<file path="src/rtl/uart_rx_os.sv">
// uart_rx_os: oversampling UART receiver, 2-of-3 majority vote,
// parity/framing/break tags, first-word-fall-through receive FIFO.
// Ports: clk, rst (async, high), cfg_div (clk per tick - 1),
//   uart_rxd (serial in); str_tvalid/tdata/tuser/tready (stream,
//   tuser = {break, parity_err, framing_err}); sts_level, sts_ovf,
//   sts_clr (overrun flag clear).
module uart_rx_os #(
  parameter int    DW = 8,
  parameter string PT = "NONE",
  parameter int    SW = 1,
  parameter int    OS = 16,
  parameter int    CW = 16,
  parameter int    FD = 16
) (
  input  logic                clk,
  input  logic                rst,
  input  logic [CW-1:0]       cfg_div,
  input  logic                uart_rxd,
  output logic                str_tvalid,
  output logic [DW-1:0]       str_tdata,
  output logic [2:0]          str_tuser,
  input  logic                str_tready,
  output logic [$clog2(FD):0] sts_level,
  output logic                sts_ovf,
  input  logic                sts_clr
);
  localparam int SCW = $clog2(OS);
  localparam int BW  = $clog2(DW + 1);
  localparam int AW  = $clog2(FD);
  localparam int WW  = DW + 3;
  localparam bit HAS_P = (PT != "NONE");
  localparam bit ODD_P = (PT == "ODD");
  localparam logic [SCW-1:0] S_A = SCW'(OS/2 - 1);
  localparam logic [SCW-1:0] S_B = SCW'(OS/2);
  localparam logic [SCW-1:0] S_C = SCW'(OS/2 + 1);
  localparam logic [SCW-1:0] S_E = SCW'(OS - 1);
  localparam logic [BW-1:0]  B_DL = BW'(DW - 1);
  localparam logic [BW-1:0]  B_SL = BW'(SW - 1);

  typedef enum logic [2:0] {
    IDLE, START, DATA, PARITY, STOP, WAIT_HIGH
  } state_t;

  logic       s1, rxs, rxs_q;
  logic [2:0] arm;
  logic       fall;

  // arm marks when rxs_q holds a real line sample, so a line
  // that is already low at reset release never looks like an edge.
  always_ff @(posedge clk or posedge rst) begin
    if (rst) begin
      s1    <= 1'b1;
      rxs   <= 1'b1;
      rxs_q <= 1'b1;
      arm   <= '0;
    end else begin
      s1    <= uart_rxd;
      rxs   <= s1;
      rxs_q <= rxs;
      arm   <= {arm[1:0], 1'b1};
    end
  end

  assign fall = arm[2] & rxs_q & ~rxs;

  state_t          state, state_n;
  logic [CW-1:0]   presc, presc_n;
  logic [SCW-1:0]  scnt, scnt_n;
  logic [1:0]      v, v_n;
  logic [BW-1:0]   bcnt, bcnt_n;
  logic [DW-1:0]   sh, sh_n;
  logic            par, par_n;
  logic            perr, perr_n;
  logic            ferr, ferr_n;
  logic            brk, brk_n;
  logic            tick, vote, bit_end, maj;
  logic            push;
  logic [WW-1:0]   push_word;

  assign tick    = (presc == '0);
  assign vote    = tick & (scnt == S_C);
  assign bit_end = tick & (scnt == S_E);
  assign maj     = (v[0] & v[1]) | (v[0] & rxs) | (v[1] & rxs);

  always_ff @(posedge clk or posedge rst) begin
    if (rst) begin
      state <= IDLE;
      presc <= '0;
      scnt  <= '0;
      v     <= '0;
      bcnt  <= '0;
      sh    <= '0;
      par   <= 1'b0;
      perr  <= 1'b0;
      ferr  <= 1'b0;
      brk   <= 1'b0;
    end else begin
      state <= state_n;
      presc <= presc_n;
      scnt  <= scnt_n;
      v     <= v_n;
      bcnt  <= bcnt_n;
      sh    <= sh_n;
      par   <= par_n;
      perr  <= perr_n;
      ferr  <= ferr_n;
      brk   <= brk_n;
    end
  end

  always_comb begin
    state_n = state;
    presc_n = tick ? cfg_div : presc - 1'b1;
    scnt_n  = scnt;
    if (tick)
      scnt_n = (scnt == S_E) ? '0 : scnt + 1'b1;
    v_n = v;
    if (tick && scnt == S_A) v_n[0] = rxs;
    if (tick && scnt == S_B) v_n[1] = rxs;
    bcnt_n = bcnt;
    sh_n   = sh;
    par_n  = par;
    perr_n = perr;
    ferr_n = ferr;
    brk_n  = brk;
    push   = 1'b0;
    unique case (state)
      IDLE: begin
        if (fall) begin
          state_n = START;
          presc_n = cfg_div;
          scnt_n  = '0;
          bcnt_n  = '0;
          par_n   = 1'b0;
          perr_n  = 1'b0;
          ferr_n  = 1'b0;
          brk_n   = 1'b1;
        end
      end
      START: begin
        if (vote && maj) begin
          state_n = IDLE;
        end else if (bit_end) begin
          state_n = DATA;
          bcnt_n  = '0;
        end
      end
      DATA: begin
        if (vote) begin
          sh_n  = {maj, sh[DW-1:1]};
          par_n = par ^ maj;
          brk_n = brk & ~maj;
        end
        if (bit_end) begin
          bcnt_n = bcnt + 1'b1;
          if (bcnt == B_DL) begin
            bcnt_n  = '0;
            state_n = HAS_P ? PARITY : STOP;
          end
        end
      end
      PARITY: begin
        if (vote) begin
          perr_n = ((par ^ maj) != ODD_P);
          brk_n  = brk & ~maj;
        end
        if (bit_end) state_n = STOP;
      end
      STOP: begin
        if (vote) begin
          ferr_n = ferr | ~maj;
          if (bcnt == '0) brk_n = brk & ~maj;
          // Leave mid-stop-bit so the next start edge is caught.
          if (bcnt == B_SL) begin
            push    = 1'b1;
            state_n = ferr_n ? WAIT_HIGH : IDLE;
          end
        end
        if (bit_end) bcnt_n = bcnt + 1'b1;
      end
      WAIT_HIGH: begin
        if (rxs) state_n = IDLE;
      end
      default: state_n = IDLE;
    endcase
  end

  assign push_word = {brk_n, perr, ferr_n, sh};

  logic [WW-1:0] mem [FD];
  logic [AW-1:0] wp, rp;
  logic [AW:0]   cnt;
  logic          full, pop, wr;

  assign full = (cnt == (AW+1)'(FD));
  assign pop  = str_tvalid & str_tready;
  assign wr   = push & (~full | pop);

  always_ff @(posedge clk) begin
    if (wr) mem[wp] <= push_word;
  end

  always_ff @(posedge clk or posedge rst) begin
    if (rst) begin
      wp      <= '0;
      rp      <= '0;
      cnt     <= '0;
      sts_ovf <= 1'b0;
    end else begin
      if (wr)  wp <= wp + 1'b1;
      if (pop) rp <= rp + 1'b1;
      cnt <= cnt + (AW+1)'(wr) - (AW+1)'(pop);
      if (push & full & ~pop) sts_ovf <= 1'b1;
      else if (sts_clr)       sts_ovf <= 1'b0;
    end
  end

  assign str_tvalid             = (cnt != '0);
  assign {str_tuser, str_tdata} = mem[rp];
  assign sts_level              = cnt;

endmodule

</file>
<file path="config.mk">
export PLATFORM = sky130hd
export DESIGN_NAME = uart_rx_os
export DESIGN_NICKNAME = d
export VERILOG_FILES = /design/src/rtl/uart_rx_os.sv
export SDC_FILE = /design/constraint.sdc
export NUM_CORES = 1
export LEC_CHECK = 0
export BUFFER_PORTS_ARGS = -buffer_cell sky130_fd_sc_hd__buf_2
export CAP_MARGIN = 25
export CORE_MARGIN = 2
export CORE_UTILIZATION = 61
export CTS_CLUSTER_DIAMETER = 100
export DETAILED_ROUTE_END_ITERATION = 8
export PLACE_DENSITY = 0.79
export RECOVER_POWER = 25
export SLEW_MARGIN = 20
export SYNTH_ARGS = -nofsm -noshare
export SYNTH_HDL_FRONTEND = slang
export SYNTH_SLANG_ARGS = --single-unit
</file>
<file path="constraint.sdc">
create_clock -name clk -period 4.25 [get_ports clk]
set_clock_uncertainty 0.2 [all_clocks]
set_input_delay 0.85 -clock clk [delete_from_list [all_inputs] [get_ports clk]]
set_output_delay 0.85 -clock clk [all_outputs]
set_load 0.1 [all_outputs]
</file>
==> reports/results.txt <==
Pin count of the biggest net entering global routing = 43
FMAX = 0.256 GHz
Setup TNS = 0 ps
Setup CP Type = reg -> out
Post-synth top flop = edfxtp_1
Power per standard cell area = 573 mW/mm^2
ANT nets after route = 0
Clk_lat worst skew = 500 ps
Final min period = 3910 ps
Clk sink count = 237
DR WL/cell = 24.4 um
Area Growth Syn to Fin = 13.9%
Drt initial violations = 570
Number of diodes = 0
Die H = 132 um
Routed wire length = 21300 um
Vias in the first global route = 5652
H-tree levels = 1
Seq/Total Area, Yosys = 68.7%
Leak pwr = 4.48 nW
Setup-failing EPs final = 0
Period utilization = 91.9%
Buf+Inv Stages, Crit Path = 2
Peak supply drop = 425 uV
Worst-path clk slew = 60 ps
First-pass GRT wire length = 33100 um
TritonCTS clock tree = yes
Register area = 0.00682 sq mm
Non-Filler Instances = 871
Worst Path Arrival = 2860 ps
Total of max-cap violations = 0
Clock Tree Buf Depth = 3
Hold buffer count at cts = 0
Initial Utilization = 62.4%
Total number of vias = 5423
CP Capture Type = output pin
RSZ-0062 raised after global routing = no
Core Region = 0.0159 sq mm
Dpl hpwl = 12600 um
Critical Path Source Type = flip-flop
Vias per cell = 6.23
Row count = 46
DIE AREA = 0.0173 sq mm
Placed cell count = 827
Max-slew violation count = 0
Postcts setup bufs = 0
Run status = finished clean
Crit path max-delay family = multiplexers
Critical Path Max Stage Delay = 590 ps
Antenna violations before repair = 0
Die width = 132 um
CP Cell Sequence = buf_12 -> mux4_2 -> mux4_2 -> buf_2
CTS Buf Count = 24
Nets = 676
Avg Cell Area, Syn = 17.2 sq um
Fraction of layout cells with a size suffix above 1 = 29.2%
Port Buf Inserts = 38
Synth warnings = 0
CP max FO = 38
#FFs+latches synth = 237
Total gr overflow = 0
Placer Congestion = 0.847
Post-CTS sizing = 0
Net Count, Synth = 615
Slew HR = 42.0%
Post-synth EDFFs = 176
Final hold violations = 0
Worst Path Required = 3200 ps
Clock Tree Root = clkbuf_16
Mapped Cells = 576
GRT Total Usage = 25.7%
Hold WC Path Type = reg -> reg
Post-synth cell types = 58
Fillers = 972
Top cell by count, worst path = mux4_2
Asr flop ratio synth = 25.7%
Num ports = 39
Multi-input gate area = 0.00292 sq mm
Pre-antenna DRT Iters = 5
Final instance area = 0.0113 sq mm
Placed inst area = 0.0105 sq mm
DRC errors left = 0
Slowest CP cell = mux4_2
Worst Max-Slew Pin Slew = 869 ps
Synthesized cell area = 0.00992 sq mm
==> metrics by stage <==
stage	hold slack [ps]	total power, mW	setup slack [ps]	util (%)
4_1_cts	149	6.51	291	71.1
3_3_place_gp	134	4.26	899	65.8
6_report	146	6.47	343	71.1
3_5_place_dp	136	4.32	866	65.8
2_1_floorplan	131	4.02	185	-
5_1_grt	168	6.71	227	71.1
==> path summary, 6_finish.rpt <==
kind,end,cells past startpoint,slack (ps),startpoint
min in group asynchronous,sts_level[0]$_DFF_PP0_,2,320,rst
worst min-delay path,arm[2]$_DFF_PP0_,0,150,arm[1]$_DFF_PP0_
worst max-delay path,str_tdata[6],4,340,rp[0]$_DFFE_PP0N_
worst min register to register,arm[2]$_DFF_PP0_,0,150,arm[1]$_DFF_PP0_
worst max register to register,sts_level[4]$_DFF_PP0_,13,860,presc[4]$_DFF_PP0_
max in group asynchronous,rxs_q$_DFF_PP1_,3,2670,rst
==> state kept, by name (all words and copies together), names as in the netlist <==
register,cells
par,1
brk,1
rxs,1
arm,3
sts_level,5
rp,4
rxs_q,1
sts_ovf,1
v,2
perr,1
scnt,4
state,3
bcnt,4
ferr,1
presc,16
wp,4
s1,1
sh,8
mem,176
==> cells by family after synthesis <==
group / Yosys count / share of synthesized area (%)
multiplexers: 70 / 14.2
AND/OR/NAND/NOR: 125 / 7.23
other: 1 / 0.0378
XOR/XNOR: 26 / 2.30
adder cells (fa/ha/maj): 18 / 2.35
flip-flops: 237 / 68.7
buffers and inverters: 47 / 2.08
AO/OA/AOI/OAI: 52 / 3.12
==> worst register-to-register path, cell delays in order (launching register included) <==
cell,delay [ps]
dfrtp_1,450
nor4_4,520
and4_2,480
nand4_1,190
ha_1,330
inv_1,70
ha_1,160
inv_1,50
fa_1,400
inv_1,80
a21oi_1,60
nor2_1,100
nor2_1,60
xnor2_1,120
==> synth_stat cells (3+ instances only) <==
| library cell | number | area (sq um) |
|---|---|---|
| nand3b_1 | 3 | 22.5 |
| a21oi_1 | 9 | 45.0 |
| dfstp_2 | 3 | 78.8 |
| and2_1 | 10 | 62.6 |
| inv_1 | 23 | 86.3 |
| nand4_1 | 3 | 18.8 |
| xor2_1 | 11 | 96.3 |
| ha_1 | 17 | 213 |
| nor3b_1 | 5 | 37.5 |
| a21o_1 | 3 | 22.5 |
| nand3_1 | 11 | 55.1 |
| nor3_1 | 6 | 30.0 |
| nand2_1 | 35 | 131 |
| a31oi_1 | 4 | 25.0 |
| clkbuf_1 | 12 | 45.0 |
| buf_1 | 3 | 11.3 |
| and3_1 | 4 | 25.0 |
| xnor2_1 | 15 | 131 |
| edfxtp_1 | 176 | 5290 |
| mux4_2 | 55 | 1240 |
| o21ai_0 | 24 | 120 |
| nor4_1 | 7 | 43.8 |
| nor2_1 | 21 | 78.8 |
| buf_6 | 3 | 33.8 |
| buf_2 | 6 | 30.0 |
| mux2_2 | 12 | 135 |
| dfrtp_1 | 58 | 1450 |
==> area by class of cell <==
| cell class | instances | share of cell area [%] |
|---|---|---|
| clock buffer | 30 | 5.97 |
| multi-input combinational | 292 | 25.9 |
| inverter | 23 | 0.764 |
| tap | 216 | 2.39 |
| clock inverter | 14 | 1.44 |
| sequential | 237 | 60.4 |
| timing repair buffer | 59 | 3.19 |
==> metal layers <==
| metal | global-route usage, % | routed length, um | up-vias |
|---|---|---|---|
| met5 | 0 | 0 | - |
| met4 | 9.36 | 746 | 0 |
| met3 | 3.55 | 1370 | 56 |
| met2 | 45.2 | 11300 | 226 |
| met1 | 33.1 | 7890 | 2792 |
| li1 | - | - | 2349 |
==> power by group <==
group	switching, mW	internal, mW	total (mW)
clock network	0.868	1.31	2.18
logic	0.807	0.559	1.37
registers	0.295	2.63	2.92
total	1.97	4.50	6.47
==> layout by cell type (no fill, tap or decap), types with 4 or more instances in the layout <==
master     instances
mux4_2            55
nand3_1           11
dfrtp_1           56
nor3_1             6
edfxtp_1         176
clkbuf_16         25
o21ai_0           24
nand2_1           35
mux2_2            12
and3_1             4
xor2_1            11
xnor2_1           15
inv_1             22
ha_1              17
nor3b_1            5
nor2_1            20
nor4_2             5
buf_2             38
a21oi_1            9
a31oi_1            4
buf_4             20
clkinv_2           4
and2_1            10
Power figures use the tool's default switching activity.
